**src/rtl/tube_pkg.sv**
```systemverilog
// Tube channel shared types and constants.
// Imported by the channel controller and its per-channel FIFO.
package tube_pkg;

  localparam int TUBE_DW = 8;
  localparam int MAX_NCH = 4;

  typedef logic [1:0] chan_t;
  typedef logic [1:0] cnt_t;

  localparam logic [MAX_NCH-1:0] AVAIL_RST = '0;
  localparam logic [MAX_NCH-1:0] NFULL_RST = '1;
  localparam logic [MAX_NCH-1:0] OVF_RST   = '0;

endpackage

```
**src/rtl/tube_chan_fifo.sv**
```systemverilog
// One host-to-parasite channel: 1- or 2-entry FIFO,
// registered flags, last-read hold and sticky overflow.
module tube_chan_fifo
  import tube_pkg::*;
#(
  parameter int DEPTH = 1,
  parameter int DW    = TUBE_DW
) (
  input  logic          clk,
  input  logic          rst,
  input  logic          wr,
  input  logic [DW-1:0] wdata,
  input  logic          rd,
  input  logic          ovf_clr,
  output logic [DW-1:0] rdata,
  output logic          data_avail,
  output logic          not_full,
  output logic          ovf
);

  localparam cnt_t FULL = cnt_t'(DEPTH);

  cnt_t          count;
  cnt_t          count_nxt;
  logic          push;
  logic          pop;
  logic [DW-1:0] head_q;
  logic [DW-1:0] last_q;

  // A pop at full frees the slot the write lands in.
  always_comb begin
    pop       = rd && (count != '0);
    push      = wr && ((count != FULL) || pop);
    count_nxt = count;
    unique case ({push, pop})
      2'b10:   count_nxt = count + 1'b1;
      2'b01:   count_nxt = count - 1'b1;
      default: count_nxt = count;
    endcase
  end

  always_ff @(posedge clk) begin
    if (rst) begin
      count      <= '0;
      data_avail <= AVAIL_RST[0];
      not_full   <= NFULL_RST[0];
      ovf        <= OVF_RST[0];
      last_q     <= '0;
    end else begin
      count      <= count_nxt;
      data_avail <= (count_nxt != '0);
      not_full   <= (count_nxt != FULL);
      if (wr && !push)
        ovf <= 1'b1;
      else if (ovf_clr)
        ovf <= 1'b0;
      if (pop)
        last_q <= head_q;
    end
  end

  assign rdata = (count != '0) ? head_q : last_q;

  if (DEPTH == 2) begin : g_two
    logic [DW-1:0] mem0;
    logic [DW-1:0] mem1;
    logic          head;
    logic          slot;

    assign slot = head ^ count[0];

    always_ff @(posedge clk) begin
      if (rst)
        head <= 1'b0;
      else if (pop)
        head <= ~head;
    end

    always_ff @(posedge clk) begin
      if (push && slot)
        mem1 <= wdata;
      if (push && !slot)
        mem0 <= wdata;
    end

    assign head_q = head ? mem1 : mem0;
  end else begin : g_one
    logic [DW-1:0] mem0;

    always_ff @(posedge clk) begin
      if (push)
        mem0 <= wdata;
    end

    assign head_q = mem0;
  end

endmodule

```
**src/rtl/tube_chan_ctrl.sv**
```systemverilog
// Tube host-to-parasite channel controller: strobe sync,
// write staging, per-channel FIFOs, read port and interrupt.
module tube_chan_ctrl
  import tube_pkg::*;
#(
  parameter int NCH         = 4,
  parameter int DEPTH       = 1,
  parameter int SYNC_STAGES = 2,
  parameter int DW          = TUBE_DW
) (
  input  logic           clk,
  input  logic           rst,
  input  logic           h_wr_stb,
  input  logic [1:0]     h_addr,
  input  logic [DW-1:0]  h_din,
  input  logic           p_rd,
  input  logic [1:0]     p_addr,
  output logic [DW-1:0]  p_dout,
  output logic [NCH-1:0] data_avail,
  output logic [NCH-1:0] not_full,
  input  logic [NCH-1:0] irq_en,
  output logic           p_irq,
  output logic [NCH-1:0] ovf,
  input  logic [NCH-1:0] ovf_clr
);

  localparam int SM = SYNC_STAGES - 1;

  logic [SM:0]   sync_q;
  logic [SM:0]   vld_q;
  logic          sync_out;
  logic          hist_q;
  logic          armed_q;
  logic          hw;

  logic          wr_q;
  chan_t         wa_q;
  logic [DW-1:0] wd_q;

  logic [DW-1:0] rdata [NCH];
  logic [DW-1:0] rsel;

  assign sync_out = sync_q[SM];

  // Edges are armed only once a real post-reset low is seen.
  always_ff @(posedge clk) begin
    if (rst) begin
      sync_q  <= '0;
      vld_q   <= '0;
      hist_q  <= 1'b0;
      armed_q <= 1'b0;
    end else begin
      sync_q  <= {sync_q[SM-1:0], h_wr_stb};
      vld_q   <= {vld_q[SM-1:0], 1'b1};
      hist_q  <= sync_out;
      armed_q <= armed_q | (vld_q[SM] & ~sync_out);
    end
  end

  assign hw = armed_q & sync_out & ~hist_q;

  always_ff @(posedge clk) begin
    if (rst) begin
      wr_q <= 1'b0;
      wa_q <= '0;
      wd_q <= '0;
    end else begin
      wr_q <= hw;
      if (hw) begin
        wa_q <= h_addr;
        wd_q <= h_din;
      end
    end
  end

  for (genvar i = 0; i < NCH; i++) begin : g_ch
    tube_chan_fifo #(
      .DEPTH (DEPTH),
      .DW    (DW)
    ) u_fifo (
      .clk        (clk),
      .rst        (rst),
      .wr         (wr_q && (wa_q == chan_t'(i))),
      .wdata      (wd_q),
      .rd         (p_rd && (p_addr == chan_t'(i))),
      .ovf_clr    (ovf_clr[i]),
      .rdata      (rdata[i]),
      .data_avail (data_avail[i]),
      .not_full   (not_full[i]),
      .ovf        (ovf[i])
    );
  end

  always_comb begin
    rsel = '0;
    for (int i = 0; i < NCH; i++) begin
      if (p_addr == chan_t'(i))
        rsel = rdata[i];
    end
  end

  always_ff @(posedge clk) begin
    if (rst) begin
      p_dout <= '0;
      p_irq  <= 1'b0;
    end else begin
      if (p_rd)
        p_dout <= rsel;
      p_irq <= |(data_avail & irq_en);
    end
  end

endmodule

```
**config.mk**
```make
export PLATFORM = sky130hd
export DESIGN_NAME = tube_chan_ctrl
export DESIGN_NICKNAME = d
export VERILOG_FILES = /design/src/rtl/tube_pkg.sv /design/src/rtl/tube_chan_fifo.sv /design/src/rtl/tube_chan_ctrl.sv
export SDC_FILE = /design/constraint.sdc
export NUM_CORES = 1
export LEC_CHECK = 0
export BUFFER_PORTS_ARGS = -buffer_cell sky130_fd_sc_hd__buf_2
export CORE_UTILIZATION = 60
export CTS_CLUSTER_DIAMETER = 120
export CTS_CLUSTER_SIZE = 8
export DETAILED_ROUTE_END_ITERATION = 7
export GPL_TIMING_DRIVEN = 0
export PLACE_DENSITY = 0.81
export SETUP_SLACK_MARGIN = 0.2
export SLEW_MARGIN = 15
export SYNTH_ARGS = -nofsm -noshare
export SYNTH_HDL_FRONTEND = slang
export SYNTH_SLANG_ARGS = --single-unit
```
**constraint.sdc**
```tcl
create_clock -name clk -period 6.3 [get_ports clk]
set_clock_uncertainty 0.15 [all_clocks]
set_input_delay 0.315 -clock clk [delete_from_list [all_inputs] [get_ports clk]]
set_output_delay 0.315 -clock clk [all_outputs]
set_load 0.01 [all_outputs]
```
==> impl_summary.log, run 1 <==
INFO  metric synthToLayoutAreaGrowth = 11.4%
INFO  metric worst_slew_pin_slew = just over 800 ps
INFO  metric post-route-period-util = 0.465
INFO  metric finalWorstSetupSlack = 3370 ps
INFO  metric netlist.area_leader.share = 0.341
INFO  metric timing.hold.worst.class = in -> reg
INFO  metric nNetsFinal = 560
INFO  metric fillerInstances = roughly 570
INFO  metric result_of_the_run = complete, no violations
INFO  metric die_area = about 8000 sq um
INFO  metric overall_global_routing_resource_usage = 0.277
INFO  metric syn_area_per_cell = 9.82 sq um
INFO  metric rsz0062_at_grt = no
INFO  metric critical_path.startpoint_type = register
INFO  metric hold_violations = 0
INFO  metric final_core_utilization = 0.695
INFO  metric drt_first_pass_iters = 5
INFO  metric cts-resized-gates = 0
INFO  metric synth.top_cells.by_count = 104 x sky130_fd_sc_hd__nand2_1, 78 x sky130_fd_sc_hd__dfxtp_1, 52 x sky130_fd_sc_hd__a21oi_1, 32 x sky130_fd_sc_hd__edfxtp_1, 32 x sky130_fd_sc_hd__mux2i_1
INFO  metric drtIter0Drc = ~250
INFO  metric total_power = ~1.2 mW
INFO  metric die_h = ~89 um
INFO  metric via_count_of_the_first_global_routing_pass = between 3000 and 4000
INFO  metric worst-r2r-cell-count = 11
INFO  metric sequential_cell_area = 2520 sq um
INFO  metric synth-edff-count = 32
INFO  metric synth_largest_area_cell = sky130_fd_sc_hd__dfxtp_1
INFO  metric floorplan.core_area = ~7300 sq um
INFO  metric post-cts-setup-buffer-count = 0
INFO  metric worst_hold_path.endpoint = wd_q[2]
INFO  metric post-place-ws = 3420 ps
INFO  metric cp-end-kind = register
INFO  metric share_seq_of_total_power = 0.627
INFO  metric clkLatencyLatePin = approximately 370 ps
INFO  metric synthesis.instances = ~470
INFO  metric wire_per_inst = approximately 16 um
INFO  metric die_width = ~90 um
INFO  metric power.density = ~230 nW/um^2
INFO  metric deepest_clock_path_buffer_count = 2
INFO  metric cts_inserted_buffers = 9
INFO  metric report.final.slew_viol_count = 0
INFO  metric tns = 0 ps
INFO  metric total_wire_length_after_detailed_routing = around 10000 um
INFO  metric yosysMostFrequentCell = sky130_fd_sc_hd__nand2_1
INFO  metric synth.ff_latch_count = 110
INFO  metric postSynthNetCount = around 500
INFO  metric detail_route.drc_violations = 0
INFO  metric grt_antenna_before_repair = 1
INFO  metric drv.max_cap_violation_count = 0
INFO  metric floorplan.rows = 31
INFO  metric finalSetupViolations = 0
INFO  metric post_route_cells_drive_above_1_share = 0.170
INFO  metric cts_tree = built
INFO  metric floorplan.initialDensity = 0.624
INFO  metric clock_sink_count = 110
INFO  metric rr_startpoint = g_ch[1].u_fifo.count[0]
INFO  metric synth_top_area_cells = sky130_fd_sc_hd__dfxtp_1 34%, sky130_fd_sc_hd__edfxtp_1 21%, sky130_fd_sc_hd__nand2_1 8.5%
INFO  metric detail-route-antenna-nets = 0
INFO  metric worst_r2r_endpoint = g_ch[1].u_fifo.not_full
INFO  metric leakagePower = slightly above 2 nW
INFO  metric power_switching = 0.258 mW
INFO  metric viasPerCell = about 5.6
INFO  metric place.gp.congestion = around 0.96
INFO  metric buffer_ports.inserted = 42
INFO  metric io_pins = 45
INFO  metric sw_frac_of_total = 0.221
INFO  metric postSynth.asyncResetShare = 0
INFO  metric final.min_clock_period = between 2000 and 3000 ps
INFO  metric max_clock_freq = roughly 0.34 GHz
INFO  metric yosys_warnings = 0
INFO  metric place_hpwl = ~7200 um
INFO  metric combinationalPowerShare = 0.038
INFO  metric timing.critical_path.arrival = between 3000 and 4000 ps
INFO  metric hold_path_depth = 3
INFO  metric slew-limit-headroom = 0.452
INFO  metric vdd_ir_drop_max = about 0.17 mV
INFO  metric synth_area = 4580 sq um
INFO  metric synth.yosys.seq_area_share = 0.551
INFO  metric worst-path-max-fanout = 10
INFO  metric root_buffer = sky130_fd_sc_hd__clkbuf_8
INFO  metric timing.critical_path.required = between 6000 and 7000 ps
INFO  metric grt_max_degree = 17
INFO  metric vias = about 3500
INFO  metric grt_pass1_wl = 15900 um
INFO  metric grt_overflow_total = 0
INFO  metric clk_transition_reported_paths = approximately 90 ps
INFO  metric pwr-share-clk = 0.335
INFO  metric number_of_distinct_library_cells_after_synthesis = 35
INFO  metric multi_input_area = roughly 1800 sq um
INFO  metric hold_path.startpoint = h_din[2]
INFO  metric cell_internal_pwr = around 0.9 mW
INFO  metric r2r_setup_slk = between 3000 and 4000 ps
INFO  metric criticalPathCategory = reg -> reg
INFO  metric cts-htree-levels = 3
INFO  metric ys.flop_type = sky130_fd_sc_hd__dfxtp_1
INFO  metric insertedDiodeCount = 0
[worst max path at each step]
stage                                        from                      end  slack, ps  cells past startpoint
after floorplan           g_ch[1].u_fifo.count[0]  g_ch[1].u_fifo.not_full       3960                     11
after global placement    g_ch[1].u_fifo.count[0]  g_ch[1].u_fifo.not_full       3540                     11
after detailed placement  g_ch[1].u_fifo.count[0]  g_ch[1].u_fifo.not_full       3420                     11
after CTS                 g_ch[1].u_fifo.count[0]  g_ch[1].u_fifo.not_full       3400                     11
after global routing      g_ch[1].u_fifo.count[0]  g_ch[1].u_fifo.not_full       3210                     11
final                     g_ch[1].u_fifo.count[0]  g_ch[1].u_fifo.not_full       3370                     11
[final cells by class]
class / count / area share
buffer: 34 / 0.0381
clock buffer: 13 / 0.0312
clock inverter: 3 / 0.00344
inverter: 19 / 0.0140
multi-input combinational: 303 / 0.351
sequential: 110 / 0.495
tap: 99 / 0.0243
timing repair buffer: 43 / 0.0432
[cells in the final DEF (no fill, tap or decap), types with 8 or more instances in the layout]
master                       n
sky130_fd_sc_hd__nand2_1   104
sky130_fd_sc_hd__dfxtp_1    78
sky130_fd_sc_hd__a21oi_1    52
sky130_fd_sc_hd__buf_2      50
sky130_fd_sc_hd__mux2i_1    32
sky130_fd_sc_hd__edfxtp_1   32
sky130_fd_sc_hd__nor2_1     30
sky130_fd_sc_hd__inv_1      16
sky130_fd_sc_hd__ha_1       16
sky130_fd_sc_hd__clkbuf_1   14
sky130_fd_sc_hd__buf_4      13
sky130_fd_sc_hd__o21ai_0    12
sky130_fd_sc_hd__clkbuf_8   11
sky130_fd_sc_hd__nor3_1      8
sky130_fd_sc_hd__a31oi_1     8
[worst max-delay path, cell delays in order, from the launching register on]
cell	delay [ps]
sky130_fd_sc_hd__dfxtp_1	390
sky130_fd_sc_hd__inv_1	60
sky130_fd_sc_hd__ha_1	180
sky130_fd_sc_hd__buf_2	220
sky130_fd_sc_hd__nor3b_4	540
sky130_fd_sc_hd__inv_2	90
sky130_fd_sc_hd__nand2_1	100
sky130_fd_sc_hd__and2_1	440
sky130_fd_sc_hd__ha_1	260
sky130_fd_sc_hd__o21ai_0	110
sky130_fd_sc_hd__a21oi_1	210
sky130_fd_sc_hd__nand2_1	80
[metal layers]
layer / wire [um] / up-vias / share of wire / track usage
met4: 296 / 0 / 0.029 / 0.123
met5: 0 / - / 0 / 0
met1: 4340 / 1648 / 0.43 / 0.359
met3: 672 / 26 / 0.066 / 0.0508
met2: 4880 / 153 / 0.48 / 0.454
li1: - / 1688 / - / -
[power groups by stage]
stage	sequential, mW	combinational, mW	clock (mW)
2_1_floorplan	0.748	0.0227	0
3_3_place_gp	0.748	0.0417	0
3_5_place_dp	0.748	0.0425	0
4_1_cts	0.732	0.0433	0.395
5_1_grt	0.733	0.0477	0.425
6_report	0.732	0.0438	0.391
[registers in the layout, indices dropped and copies added, names as in the netlist]
signal                  flops
g_ch.u_fifo.ovf             4
wr_q                        1
wd_q                        8
p_irq                       1
wa_q                        2
armed_q                     1
sync_q                      2
vld_q                       2
p_dout                      8
g_ch.u_fifo.count           8
g_ch.u_fifo.not_full        4
g_ch.u_fifo.data_avail      4
g_ch.u_fifo.last_q         32
hist_q                      1
g_ch.u_fifo.g_one.mem0     32
[repair_timing]
| action | in CTS | in global routing |
|---|---|---|
| endpoints found under the setup margin | 0 | 0 |
| hold buffers | 1 | 0 |
| endpoints found under the hold margin | 1 | 0 |
[cells by family after synthesis]
family	count (synthesis)	synth area share
DFF	110	0.551
and+or+nand+nor	161	0.154
muxes	36	0.0798
adders and majority gates	16	0.0438
buffers and inverters	53	0.0580
AOI/OAI and AO/OA	90	0.113
[through the flow]
stage	instance area, sq um	hold WS (ps)	std cells
final	5100	24.9	624
after global routing	5100	20.1	624
after CTS	5100	17.3	624
after detailed placement	4910	279	607
after global placement	4910	276	607
after floorplan	4580	264	466
No activity file was read; power rests on OpenSTA's default activity.
==> inputs of run 2 (changes only) <==
--- a/config.mk
+++ b/config.mk
@@ -6,12 +6,12 @@
 export NUM_CORES = 1
 export LEC_CHECK = 0
 export BUFFER_PORTS_ARGS = -buffer_cell sky130_fd_sc_hd__buf_2
-export CORE_UTILIZATION = 60
+export CORE_UTILIZATION = 58
 export CTS_CLUSTER_DIAMETER = 120
 export CTS_CLUSTER_SIZE = 8
 export DETAILED_ROUTE_END_ITERATION = 7
 export GPL_TIMING_DRIVEN = 0
-export PLACE_DENSITY = 0.81
+export PLACE_DENSITY = 0.78
 export SETUP_SLACK_MARGIN = 0.2
 export SLEW_MARGIN = 15
 export SYNTH_ARGS = -nofsm -noshare
==> constraint.sdc (replaced) <==
create_clock -name clk -period 2.8 [get_ports clk]
set_clock_uncertainty 0.15 [all_clocks]
set_input_delay 0.14 -clock clk [delete_from_list [all_inputs] [get_ports clk]]
set_output_delay 0.14 -clock clk [all_outputs]
set_load 0.01 [all_outputs]
==> run 2 against run 1 <==
First-iteration DRC count down 7.6%. Sequential share of layout area down 2.2 points. Flip-flop and latch count unchanged. Utilization down 0.083 points. Maximum frequency up 19%. Clock-buffer cell count down 4. Register-to-register slack worse by 3000 ps. Critical path depth up 1. Total power up 130%. Critical endpoint is now g_ch[0].u_fifo.data_avail. Largest cell class unchanged. Highest routed layer unchanged.
==> impl_summary.log, run 2 (synthesis gave the netlist of run 1 again) <==
INFO  metric synthToLayoutAreaGrowth = 16.7%
INFO  metric hold_path_depth = 2
INFO  metric critical_path.startpoint_type = register
INFO  metric vdd_ir_drop_max = roughly 0.36 mV
INFO  metric buffer_ports.inserted = 42
INFO  metric place.gp.congestion = between 0.9 and 1
INFO  metric power.density = 511 nW/um^2
INFO  metric leakagePower = roughly 2.2 nW
INFO  metric r2r_setup_slk = approximately 340 ps
INFO  metric worst_slew_pin_slew = 825 ps
INFO  metric grt_max_degree = 19
INFO  metric hold_ws = around 32 ps
INFO  metric deepest_clock_path_buffer_count = 2
INFO  metric detail_route.drc_violations = 0
INFO  metric total_wire_length_after_detailed_routing = 10700 um
INFO  metric final.min_clock_period = between 2000 and 2500 ps
INFO  metric timing.critical_path.required = about 2900 ps
INFO  metric vias = ~3500
INFO  metric clk_transition_reported_paths = approximately 100 ps
INFO  metric result_of_the_run = complete, no violations
INFO  metric worst_hold_path.endpoint = vld_q[0]
INFO  metric floorplan.rows = 32
INFO  metric die_h = 90.8 um
INFO  metric slew-limit-headroom = 0.450
INFO  metric drt_first_pass_iters = 4
INFO  metric overall_global_routing_resource_usage = 0.266
INFO  metric hold_path.startpoint = rst
INFO  metric clock_sink_count = 110
INFO  metric nNetsFinal = between 500 and 600
INFO  metric io_pins = 45
INFO  metric cts_tree = built
INFO  metric placedCellCount = between 600 and 700
INFO  metric layout_top_registers = g_ch.u_fifo.g_one.mem0: 32 flops, g_ch.u_fifo.last_q: 32 flops
INFO  metric post_route_cells_drive_above_1_share = 0.187
INFO  metric cts-htree-levels = 3
INFO  metric clkLatencyLatePin = 380 ps
INFO  metric via_count_of_the_first_global_routing_pass = around 3300
INFO  metric final_core_utilization = 0.694
INFO  metric final_cell_mix = 104 x sky130_fd_sc_hd__nand2_1, 77 x sky130_fd_sc_hd__dfxtp_1, 52 x sky130_fd_sc_hd__a21oi_1
INFO  metric cts_inserted_buffers = 9
INFO  metric final-instance-count-excl-fill = 648
INFO  metric timing.critical_path.arrival = 2560 ps
INFO  metric drtIter0Drc = approximately 230
INFO  metric drv.max_cap_violation_count = 0
INFO  metric insertedDiodeCount = 0
INFO  metric die_area = a little over 8000 sq um
INFO  metric viasPerCell = 5.46
INFO  metric floorplan.core_area = slightly below 8000 sq um
INFO  metric grt_pass1_wl = 16500 um
INFO  metric post-route-period-util = 0.879
INFO  metric layout.cells.most_common = sky130_fd_sc_hd__nand2_1
INFO  metric report.final.slew_viol_count = 0
INFO  metric final_cell_area = around 5300 sq um
INFO  metric post_dp_cell_area = between 4000 and 5000 sq um
INFO  metric die_width = 90.8 um
INFO  metric criticalPathCategory = reg -> reg
INFO  metric wire_per_inst = ~16 um
INFO  metric timing.hold.worst.class = in -> reg
INFO  metric hold_violations = 0
INFO  metric max_clock_freq = between 0.4 and 0.5 GHz
INFO  metric cp-end-kind = register
INFO  metric grt_overflow_total = 0
INFO  metric place_hpwl = roughly 7200 um
INFO  metric rr_startpoint = g_ch[0].u_fifo.count[0]
INFO  metric worst_r2r_endpoint = g_ch[0].u_fifo.data_avail
INFO  metric finalSetupViolations = 0
INFO  metric grt_antenna_before_repair = 0
INFO  metric worst-r2r-cell-count = 12
INFO  metric root_buffer = sky130_fd_sc_hd__clkbuf_8
INFO  metric detail-route-antenna-nets = 0
INFO  metric floorplan.initialDensity = 0.595
INFO  metric worst-path-max-fanout = 9
INFO  metric rsz0062_at_grt = no
INFO  metric fillerInstances = approximately 590
[run 2: worst max path at each step]
| stage | start | slack (ps) | end | depth (start not counted) |
|---|---|---|---|---|
| after floorplan | g_ch[1].u_fifo.count[0] | 460 | g_ch[1].u_fifo.not_full | 11 |
| after global placement | g_ch[1].u_fifo.count[0] | -4 | g_ch[1].u_fifo.not_full | 11 |
| after detailed placement | g_ch[0].u_fifo.count[0] | -90 | g_ch[0].u_fifo.data_avail | 12 |
| after CTS | g_ch[3].u_fifo.count[0] | 270 | g_ch[3].u_fifo.not_full | 12 |
| after global routing | g_ch[3].u_fifo.count[0] | 200 | g_ch[3].u_fifo.not_full | 12 |
| final | g_ch[0].u_fifo.count[0] | 340 | g_ch[0].u_fifo.data_avail | 12 |
[run 2: power by group]
group,internal (mW),switching (mW)
Sequential,1.64,0.00757
Combinational,0.0480,0.0682
Clock,0.415,0.547
Total,2.10,0.622
[run 2: cell type report]
cell class | instances | area (sq um) | share of cell area
plain buffers | 34 | 201 | 0.0377
clock buffers | 9 | 124 | 0.0232
clock inverters | 7 | 72.6 | 0.0136
inverters | 19 | 75.1 | 0.0141
multi-input cells | 303 | 1790 | 0.336
flip-flops and latches | 110 | 2520 | 0.473
well taps | 102 | 128 | 0.0239
repair buffers | 64 | 420 | 0.0788
[run 2: per-layer routing]
| layer | vias up | share of wire | track usage |
|---|---|---|---|
| li1 | 1724 | - | - |
| met3 | 28 | 0.068 | 0.0488 |
| met5 | - | 0 | 0 |
| met1 | 1634 | 0.42 | 0.344 |
| met2 | 151 | 0.47 | 0.434 |
| met4 | 0 | 0.033 | 0.120 |
[run 2: through the flow]
stage	setup slack, ps	total power, mW	TNS [ps]
after floorplan	456	1.74	0
after global placement	-4.25	1.78	-4.25
after detailed placement	-92.2	1.78	-171
after CTS	265	2.73	0
after global routing	200	2.81	0
final	340	2.73	0
[run 2: what timing repair did]
action | 4_1_cts | 5_1_grt
resized for setup | 4 | 9
setup buffers | 3 | 1
endpoints found under the setup margin | 12 | 10
hold buffers | 18 | 0
pin swaps | 3 | 3
hold endpoints to repair | 16 | 0
[run 2: critical path: stages (launching register included)]
cell                      delay, ps
sky130_fd_sc_hd__dfxtp_1        400
sky130_fd_sc_hd__inv_1           60
sky130_fd_sc_hd__ha_1           190
sky130_fd_sc_hd__buf_4          190
sky130_fd_sc_hd__nor3_4         170
sky130_fd_sc_hd__inv_1           70
sky130_fd_sc_hd__nand2_1         80
sky130_fd_sc_hd__and2_2         280
sky130_fd_sc_hd__ha_1           200
sky130_fd_sc_hd__mux2i_1         70
sky130_fd_sc_hd__nor2_1          90
sky130_fd_sc_hd__a21oi_1         80
sky130_fd_sc_hd__a31oi_1        310
